<file path="config.mk">
export PLATFORM = sky130hd
export DESIGN_NAME = mac_tree_pipe
export DESIGN_NICKNAME = d
export VERILOG_FILES = /design/src/rtl/mac_tree_pipe.sv
export SDC_FILE = /design/constraint.sdc
export NUM_CORES = 2
export LEC_CHECK = 0
export BUFFER_PORTS_ARGS = -buffer_cell sky130_fd_sc_hd__buf_4
export CAP_MARGIN = 30
export CELL_PAD_IN_SITES_DETAIL_PLACEMENT = 2
export CELL_PAD_IN_SITES_GLOBAL_PLACEMENT = 2
export CORE_UTILIZATION = 30
export CTS_CLUSTER_SIZE = 10
export DETAILED_ROUTE_END_ITERATION = 6
export PLACE_DENSITY = 0.61
export SLEW_MARGIN = 20
export SYNTH_ARGS = -nofsm -noshare
export SYNTH_HDL_FRONTEND = slang
export SYNTH_HIERARCHICAL = 1
export SYNTH_SLANG_ARGS = --single-unit
</file>
<file path="constraint.sdc">
create_clock -name clk -period 4.5 [get_ports clk]
set_input_delay 0.9 -clock clk [delete_from_list [all_inputs] [get_ports clk]]
set_output_delay 0.9 -clock clk [all_outputs]
set_load 0.05 [all_outputs]
</file>
<file path="src/rtl/mac_tree_pipe.sv">
// mac_tree_pipe: N-tap signed dot product through a registered adder tree,
// accumulated against its own running sum or an external partial sum, then
// rounded and saturated. One valid/ready handshake freezes every stage.

// Per-tap multiplier with registered, sign-extended product.
module mac_tap #(
  parameter int A_WIDTH           = 16,
  parameter int B_WIDTH           = 16,
  parameter int ACCUMULATOR_WIDTH = 32
) (
  input  logic                                clk,
  input  logic                                arst_n_in,
  input  logic                                en,
  input  logic signed [A_WIDTH-1:0]           a,
  input  logic signed [B_WIDTH-1:0]           b,
  output logic        [ACCUMULATOR_WIDTH-1:0] prod_q
);
  localparam int PW = A_WIDTH + B_WIDTH;

  logic signed [PW-1:0] prod;
  assign prod = PW'(a) * PW'(b);

  // Stage P: product register, held while the pipe is frozen
  always_ff @(posedge clk or negedge arst_n_in) begin
    if (!arst_n_in)  prod_q <= '0;
    else if (en)     prod_q <= ACCUMULATOR_WIDTH'(prod);
  end
endmodule

module mac_tree_pipe #(
  parameter int N_TAPS            = 3,
  parameter int A_WIDTH           = 16,
  parameter int B_WIDTH           = 16,
  parameter int ACCUMULATOR_WIDTH = 32,
  parameter int OUTPUT_WIDTH      = 16,
  parameter int OUTPUT_SCALE      = 0,
  parameter int TAG_WIDTH         = 32
) (
  input  logic                           clk,
  input  logic                           arst_n_in,
  input  logic                           in_valid,
  output logic                           in_ready,
  input  logic                           accumulate_internal,
  input  logic [ACCUMULATOR_WIDTH-1:0]   partial_sum_in,
  input  logic [TAG_WIDTH-1:0]           tag_in,
  input  logic [N_TAPS*A_WIDTH-1:0]      a,
  input  logic [N_TAPS*B_WIDTH-1:0]      b,
  output logic                           out_valid,
  input  logic                           out_ready,
  output logic [OUTPUT_WIDTH-1:0]        out,
  output logic [ACCUMULATOR_WIDTH-1:0]   acc_out,
  output logic [TAG_WIDTH-1:0]           tag_out,
  output logic                           out_saturated
);
  localparam int AW     = ACCUMULATOR_WIDTH;
  localparam int AW1    = AW + 1;
  localparam int D      = $clog2(N_TAPS);   // tree depth, 0 for a single tap
  localparam int STAGES = D + 1;            // P, T1..TD, then A at index STAGES

  typedef struct packed {
    logic [TAG_WIDTH-1:0] tag;
    logic                 acc_int;
    logic [AW-1:0]        psum;
  } side_t;

  logic              advance;
  logic [STAGES:0]   vld_pipe;
  side_t             side_pipe [D+1];
  logic [AW-1:0]     tree_sum;
  logic [AW-1:0]     acc_reg;
  logic [TAG_WIDTH-1:0] tag_q;

  // A stalled, unconsumed result freezes the whole pipe
  assign advance   = !vld_pipe[STAGES] || out_ready;
  assign in_ready  = advance;
  assign out_valid = vld_pipe[STAGES];

  // Valid bits and beat side-band shift alongside the data
  always_ff @(posedge clk or negedge arst_n_in) begin
    if (!arst_n_in) begin
      vld_pipe <= '0;
      for (int k = 0; k <= D; k++) side_pipe[k] <= '0;
    end else if (advance) begin
      vld_pipe     <= {vld_pipe[STAGES-1:0], in_valid};
      side_pipe[0] <= '{tag: tag_in, acc_int: accumulate_internal, psum: partial_sum_in};
      for (int k = 1; k <= D; k++) side_pipe[k] <= side_pipe[k-1];
    end
  end

  // Level 0 holds products; each later level sums adjacent pairs, odd one passes
  for (genvar l = 0; l <= D; l++) begin : g_lvl
    localparam int CNT = (N_TAPS + (1 << l) - 1) >> l;
    for (genvar i = 0; i < CNT; i++) begin : g_e
      logic [AW-1:0] q;
      if (l == 0) begin : g_leaf
        mac_tap #(
          .A_WIDTH(A_WIDTH), .B_WIDTH(B_WIDTH), .ACCUMULATOR_WIDTH(AW)
        ) u_tap (
          .clk(clk), .arst_n_in(arst_n_in), .en(advance),
          .a(a[i*A_WIDTH +: A_WIDTH]), .b(b[i*B_WIDTH +: B_WIDTH]),
          .prod_q(q)
        );
      end else begin : g_node
        localparam int PCNT = (N_TAPS + (1 << (l - 1)) - 1) >> (l - 1);
        if (2*i + 1 < PCNT) begin : g_add
          // Pair sum, wraps modulo 2^AW
          always_ff @(posedge clk or negedge arst_n_in) begin
            if (!arst_n_in)   q <= '0;
            else if (advance) q <= g_lvl[l-1].g_e[2*i].q + g_lvl[l-1].g_e[2*i+1].q;
          end
        end else begin : g_pass
          // Odd element rides through registered to keep alignment
          always_ff @(posedge clk or negedge arst_n_in) begin
            if (!arst_n_in)   q <= '0;
            else if (advance) q <= g_lvl[l-1].g_e[2*i].q;
          end
        end
      end
    end
  end

  assign tree_sum = g_lvl[D].g_e[0].q;

  // Stage A: only a real beat updates the accumulator and the presented tag
  always_ff @(posedge clk or negedge arst_n_in) begin
    if (!arst_n_in) begin
      acc_reg <= '0;
      tag_q   <= '0;
    end else if (advance && vld_pipe[D]) begin
      acc_reg <= tree_sum + (side_pipe[D].acc_int ? acc_reg : side_pipe[D].psum);
      tag_q   <= side_pipe[D].tag;
    end
  end

  assign acc_out = acc_reg;
  assign tag_out = tag_q;

  // Output formatting, one extra bit so the rounding add cannot overflow
  logic signed [AW:0] acc_ext, scaled;
  assign acc_ext = {acc_reg[AW-1], acc_reg};

  if (OUTPUT_SCALE > 0) begin : g_rnd
    localparam logic signed [AW:0] RND = AW1'(1) <<< (OUTPUT_SCALE - 1);
    assign scaled = (acc_ext + RND) >>> OUTPUT_SCALE;
  end else begin : g_nornd
    assign scaled = acc_ext;
  end

  localparam logic signed [AW:0] OMAX = {{(AW-OUTPUT_WIDTH+2){1'b0}}, {(OUTPUT_WIDTH-1){1'b1}}};
  localparam logic signed [AW:0] OMIN = {{(AW-OUTPUT_WIDTH+2){1'b1}}, {(OUTPUT_WIDTH-1){1'b0}}};

  // Clamp to the signed output range and flag any clipping
  always_comb begin
    out           = scaled[OUTPUT_WIDTH-1:0];
    out_saturated = 1'b0;
    if (scaled > OMAX) begin
      out           = {1'b0, {(OUTPUT_WIDTH-1){1'b1}}};
      out_saturated = 1'b1;
    end else if (scaled < OMIN) begin
      out           = {1'b1, {(OUTPUT_WIDTH-1){1'b0}}};
      out_saturated = 1'b1;
    end
  end
endmodule

</file>
Yosys cells after proc, flatten, opt, wreduce, memory -nomap -nowiden --
Cells that the tools add are included.
Cells by class: add/sub/neg operators 3, multiply operators 3, magnitude comparators 2, equality and inequality tests 0, div/mod/pow operators 0, bitwise gates (word level) 0, mux-type cells 5, reductions and logical operators 3, shift operators 0
Operators with widths (number):
- adder 32 bit | 3
- multiplier 16 x 16 -> 32 bit | 3
- greater-than comparator 32 x 16 -> 1 bit (second input constant) | 1
- < comparator 32 x 16 -> 1 bit (second input constant) | 1
- 2-to-1 mux 16 bit | 2
- 2-to-1 mux 32 bit | 1
- 2-to-1 mux 1 bit | 2
- logical AND 1 bit | 1
- zero test 1 bit | 1
- logical OR 1 bit | 1
Storage, ports and cells: output and inout port bits 83, register bits after elaboration 455, input port bits 165, memory bits (writable) 0, word-level logic and storage cells 34, memories kept 0, memory bits (read-only) 0, latch bits 0

Logic depth before layout (Yosys ltp) --
word-level depth 3, gate-level depth with buffers 23, gate-level depth less buffers 22

By module --
Netlist, hierarchy kept.
Modules (own cells, without submodules):
- mac_tree_pipe | area an instance 18516.5 um^2, cells an instance 2077, sequential area each 8983.6 um^2, instances 1
- mac_tap at g_lvl[0].g_e[0].g_leaf.u_tap | area an instance 11308.3 um^2, cells an instance 1220, sequential area each 800.8 um^2, instances 1
- mac_tap at g_lvl[0].g_e[1].g_leaf.u_tap | area an instance 11269.6 um^2, cells an instance 1215, sequential area each 800.8 um^2, instances 1
- mac_tap at g_lvl[0].g_e[2].g_leaf.u_tap | area an instance 11129.4 um^2, cells an instance 1170, sequential area each 800.8 um^2, instances 1

Worst setup path after synthesis --
Ideal clock, no wire load.
kind input-to-reg, start point input a[15], end point register g_lvl[0].g_e[0].g_leaf.u_tap.prod_q[27], data required time 4375 ps, data arrival time 6481 ps, path slack -2106 ps, path buffers 1, cell stages on the path 18, cells stage by stage clkbuf_1 > nand2_1 > fa_1 > inv_1 > fa_1 > fa_1 > fa_1 > fa_1 > inv_1 > fa_1 > inv_1 > ha_1 > nand3_1 > or4_4 > a31oi_4 > nor3_2 > xnor2_1 > mux2_2
On the way: word-level cells in the longest chain between the ends 1
RTL lines:
- from (decl) | RTL line 46 | input logic [N_TAPS*A_WIDTH-1:0] a,
- multiplier 16 x 16 -> 32 bit | RTL line 21 | assign prod = PW'(a) * PW'(b);
- to (signal assigned) | RTL line 26 | else if (en) prod_q <= ACCUMULATOR_WIDTH'(prod);
- to (decl) | RTL line 16 | output logic [ACCUMULATOR_WIDTH-1:0] prod_q
Every way passes these cells. A chain may end at the register's enable or synchronous reset.

Worst setup path after layout --
start point input a[8], end point register g_lvl[0].g_e[0].g_leaf.u_tap.prod_q[29]
The elaborated chain is that of the path after synthesis.

==> impl_metrics.tcl <==
set metrics [dict create \
    async_flop_share 1.00 \
    final_max_slew_viol_count 0 \
    layout_setup_ws_ns -1.24 \
    path_clk_slew_ns 0.06 \
    fmax_mhz 174 \
    hold_viol_final 0 \
    routed_wl_um 165000 \
    num_rows 152 \
    grt_max_degree 168 \
    grt_pass1_vias 48358 \
    cp-end-kind "register" \
    die-area_um2 176000 \
    arrival_ns 6.25 \
    status "finished, violations left" \
    ys_seq_area_frac 0.218 \
    antenna_found_initial 0 \
    hold_class "input pin to async pin" \
    place_inst 8616 \
    synth_area_leader_cell "fa_1" \
    relSlewSlack 0.341 \
    critPathKind "input pin to register" \
    synth_edf_count 0 \
    ys_ff_latch 455 \
    synth.cell_area_um2 52200 \
    wl_per_cell_um 18.8 \
    initial_core_util 0.303 \
    worst_pin_slew_ns 0.988 \
    vias_per_cell 4.66 \
    fillers 18606 \
    overflow 0 \
    root_buffer "clkbuf_16" \
    startpoint_type "input pin" \
    gp_congestion 0.822 \
    die_h_um 419 \
    avgSynthCellArea_um2 9.19 \
    finalNonFillerCells 8805 \
    place_area_um2 62400 \
    cts_max_path_buffers 3 \
    dp_hpwl_um 135000 \
    cts_inserted_buffers 60 \
    cpMostUsedCell "fa_1" \
    stdcell_area_um2 67900 \
    synthCells 5682 \
    period_needed_ns 5.74 \
    crit_fanout 4 \
    rsz0062_at_grt "yes" \
    insertion_delay_ns 0.68 \
    die_w_um 419 \
    cp.required_ns 5.01 \
    ys_warn_count 6 \
    post-route-period-util 1.28 \
    h-tree-depth 2 \
    nets 7746 \
    numPortBuffers 247 \
    critPathTopFamily "adder cells" \
    ys_types 106 \
    grt_pass1_wl_um 269000 \
    cts_tree "yes" \
    routed-via-count 41029 \
    area_growth_pct 30.1 \
    synthTopCellsByArea "fa_1, dfrtp_1, nand2_1" \
    clock-sinks 455 \
    grtUsageTotal 0.192 \
    layout-drive-gt1-share 0.276 \
    drt-pass1-iter-count 4 \
    slowest_delay_ns 0.62 \
    drc 0 \
    maxCapViolations 0 \
    cpMaxStageDelayCell "fa_2" \
    path_buf_inv 7 \
    synth_top_area_share 0.302 \
    drt_iter0_markers 1640 \
    syn-num-nets 6975 \
    clock_skew_ns 0.0647 \
    setup_violations 72 \
    dp_slack_ns -2.20 \
    core-area_um2 172000 \
    antenna_left 0 \
    dominantRegCellSynth "dfrtp_1" \
    io_pins 248 \
    path_cells "buf_12 -> buf_8 -> buf_6 -> nand2_4 -> fa_1 -> inv_2 -> fa_1 -> fa_2 -> fa_2 -> fa_1 -> inv_2 -> fa_1 -> inv_2 -> ha_4 -> and4_4 -> nand2_1 -> or4_4 -> a31oi_4 -> buf_6 -> nor3_2 -> o211ai_1 -> o311ai_1" \
    violations "negative setup slack" \
]
==> worst paths after layout <==
path	startpoint	endpoint	slack, ns	cells past startpoint
worst min-delay path	arst_n_in	side_pipe[138]	0.30	1
worst max register to register	side_pipe[32]	acc_out[31]	0.63	12
min in group clk	tag_in[21]	side_pipe[184]	0.41	3
max in group asynchronous	arst_n_in	g_lvl[0].g_e[2].g_leaf.u_tap/prod_q[30]	3.16	2
worst min register to register	side_pipe[42]	side_pipe[42]	0.46	2
worst max-delay path	a[8]	g_lvl[0].g_e[0].g_leaf.u_tap/prod_q[29]	-1.24	22
==> final cells by class <==
type | instances | area [µm²] | share of cell area
timing repair inverter | 1 | 7.51 | 0.000111
timing repair buffer | 918 | 8440 | 0.124
tap | 2310 | 2890 | 0.0426
inverter | 945 | 3560 | 0.0525
clock inverter | 15 | 240 | 0.00354
sequential | 455 | 11400 | 0.168
clock buffer | 88 | 1740 | 0.0256
antenna | 1 | 2.50 | 0.0000368
multi-input combinational | 4072 | 39700 | 0.584
==> cells by family (layout without fill, tap and decap cells) <==
kind of cell               count (synthesis)  in the layout  share of synthesized area
and+or+nand+nor                         2002           2002                      0.173
buffers and inverters                   1155           1967                     0.0834
adders and majority gates               1128           1128                      0.384
AOI/OAI and AO/OA                        643            643                     0.0849
DFF                                      455            455                      0.218
xor gates and xnor gates                 162            162                     0.0272
muxes                                    137            137                     0.0294
other                                      0              1                          0
==> worst register-to-register path: stages (launching register included) <==
cell	delay (ns)
dfrtp_1	0.37
buf_12	0.22
mux2_2	0.43
ha_1	0.34
and2_1	0.20
a22oi_1	0.30
a31oi_2	0.24
a21o_1	0.26
a221o_1	0.37
a31oi_1	0.43
nor3_1	0.13
mux2i_1	0.14
nor4_1	0.28
==> synth_stat cells (6+ instances only) <==
cell type,number
nand2_1,1242
inv_1,942
fa_1,789
dfrtp_1,455
and2_1,376
ha_1,339
clkbuf_1,189
a21oi_1,169
nor2_1,150
o21ai_0,126
mux2_2,125
xnor2_1,105
a21o_1,75
xor2_1,57
nand3_1,44
o21a_1,44
nor3_1,31
a211oi_1,27
a31oi_1,22
and3_1,22
nand2b_1,22
nand4_1,19
o21bai_1,19
o31ai_1,19
or3_1,18
buf_1,16
nor2b_1,15
o211ai_1,14
a211o_1,12
nand3b_1,11
mux2i_1,10
nor4_1,9
o221ai_1,8
a31o_2,7
o2111ai_1,7
a211oi_2,6
==> routing by layer <==
| metal | wire (µm) | vias up | track usage |
|---|---|---|---|
| li1 | - | 19199 | - |
| met1 | 75800 | 21325 | 0.257 |
| met2 | 83700 | 371 | 0.342 |
| met3 | 3270 | 134 | 0.0145 |
| met4 | 2530 | 0 | 0.0301 |
| met5 | 0 | - | 0 |
==> stage by stage <==
step	util	TNS [ns]	hold slack [ns]
2_1_floorplan	-	-76.11	0.435
3_3_place_gp	0.362	-119.05	0.449
3_5_place_dp	0.362	-125.63	0.454
4_1_cts	0.387	-63.95	0.329
5_1_grt	0.394	-74.39	0.361
6_report	0.394	-64.98	0.297
==> cell usage in the layout (no fill, tap or decap), types with 26 or more instances in the layout <==
| master | instances |
|---|---|
| ha_4 | 71 |
| xnor2_1 | 90 |
| and2_1 | 292 |
| o21ai_0 | 105 |
| nand2_4 | 27 |
| nor3_1 | 26 |
| buf_12 | 58 |
| nand2_2 | 42 |
| clkbuf_16 | 61 |
| buf_4 | 680 |
| dfrtp_1 | 455 |
| buf_8 | 30 |
| nand2_1 | 1172 |
| ha_1 | 260 |
| fa_2 | 67 |
| buf_6 | 148 |
| inv_2 | 107 |
| a21oi_1 | 124 |
| nor2_1 | 131 |
| mux2_4 | 40 |
| fa_1 | 722 |
| xor2_1 | 49 |
| a21o_1 | 73 |
| a21oi_2 | 33 |
| inv_1 | 834 |
| o21a_1 | 43 |
| mux2_2 | 87 |
| nand3_1 | 38 |
| and2_4 | 84 |
==> registers in the layout (all words and copies together) (netlist names) <==
name                           cells
side_pipe                        195
g_lvl.g_e.g_leaf.u_tap/prod_q     96
g_lvl.g_e.q                       96
acc_out                           32
tag_out                           32
vld_pipe                           4
==> timing repair <==
item	in CTS	in global routing
pin swaps	251	210
endpoints found under the setup margin	72	74
cloned	2	1
buffers inserted	60	41
hold buffers	0	0
resized for setup	442	294
Power is left out: the tool's default activity adds up to more than one toggle a clock period on the data nets, which glitch-free logic cannot reach.
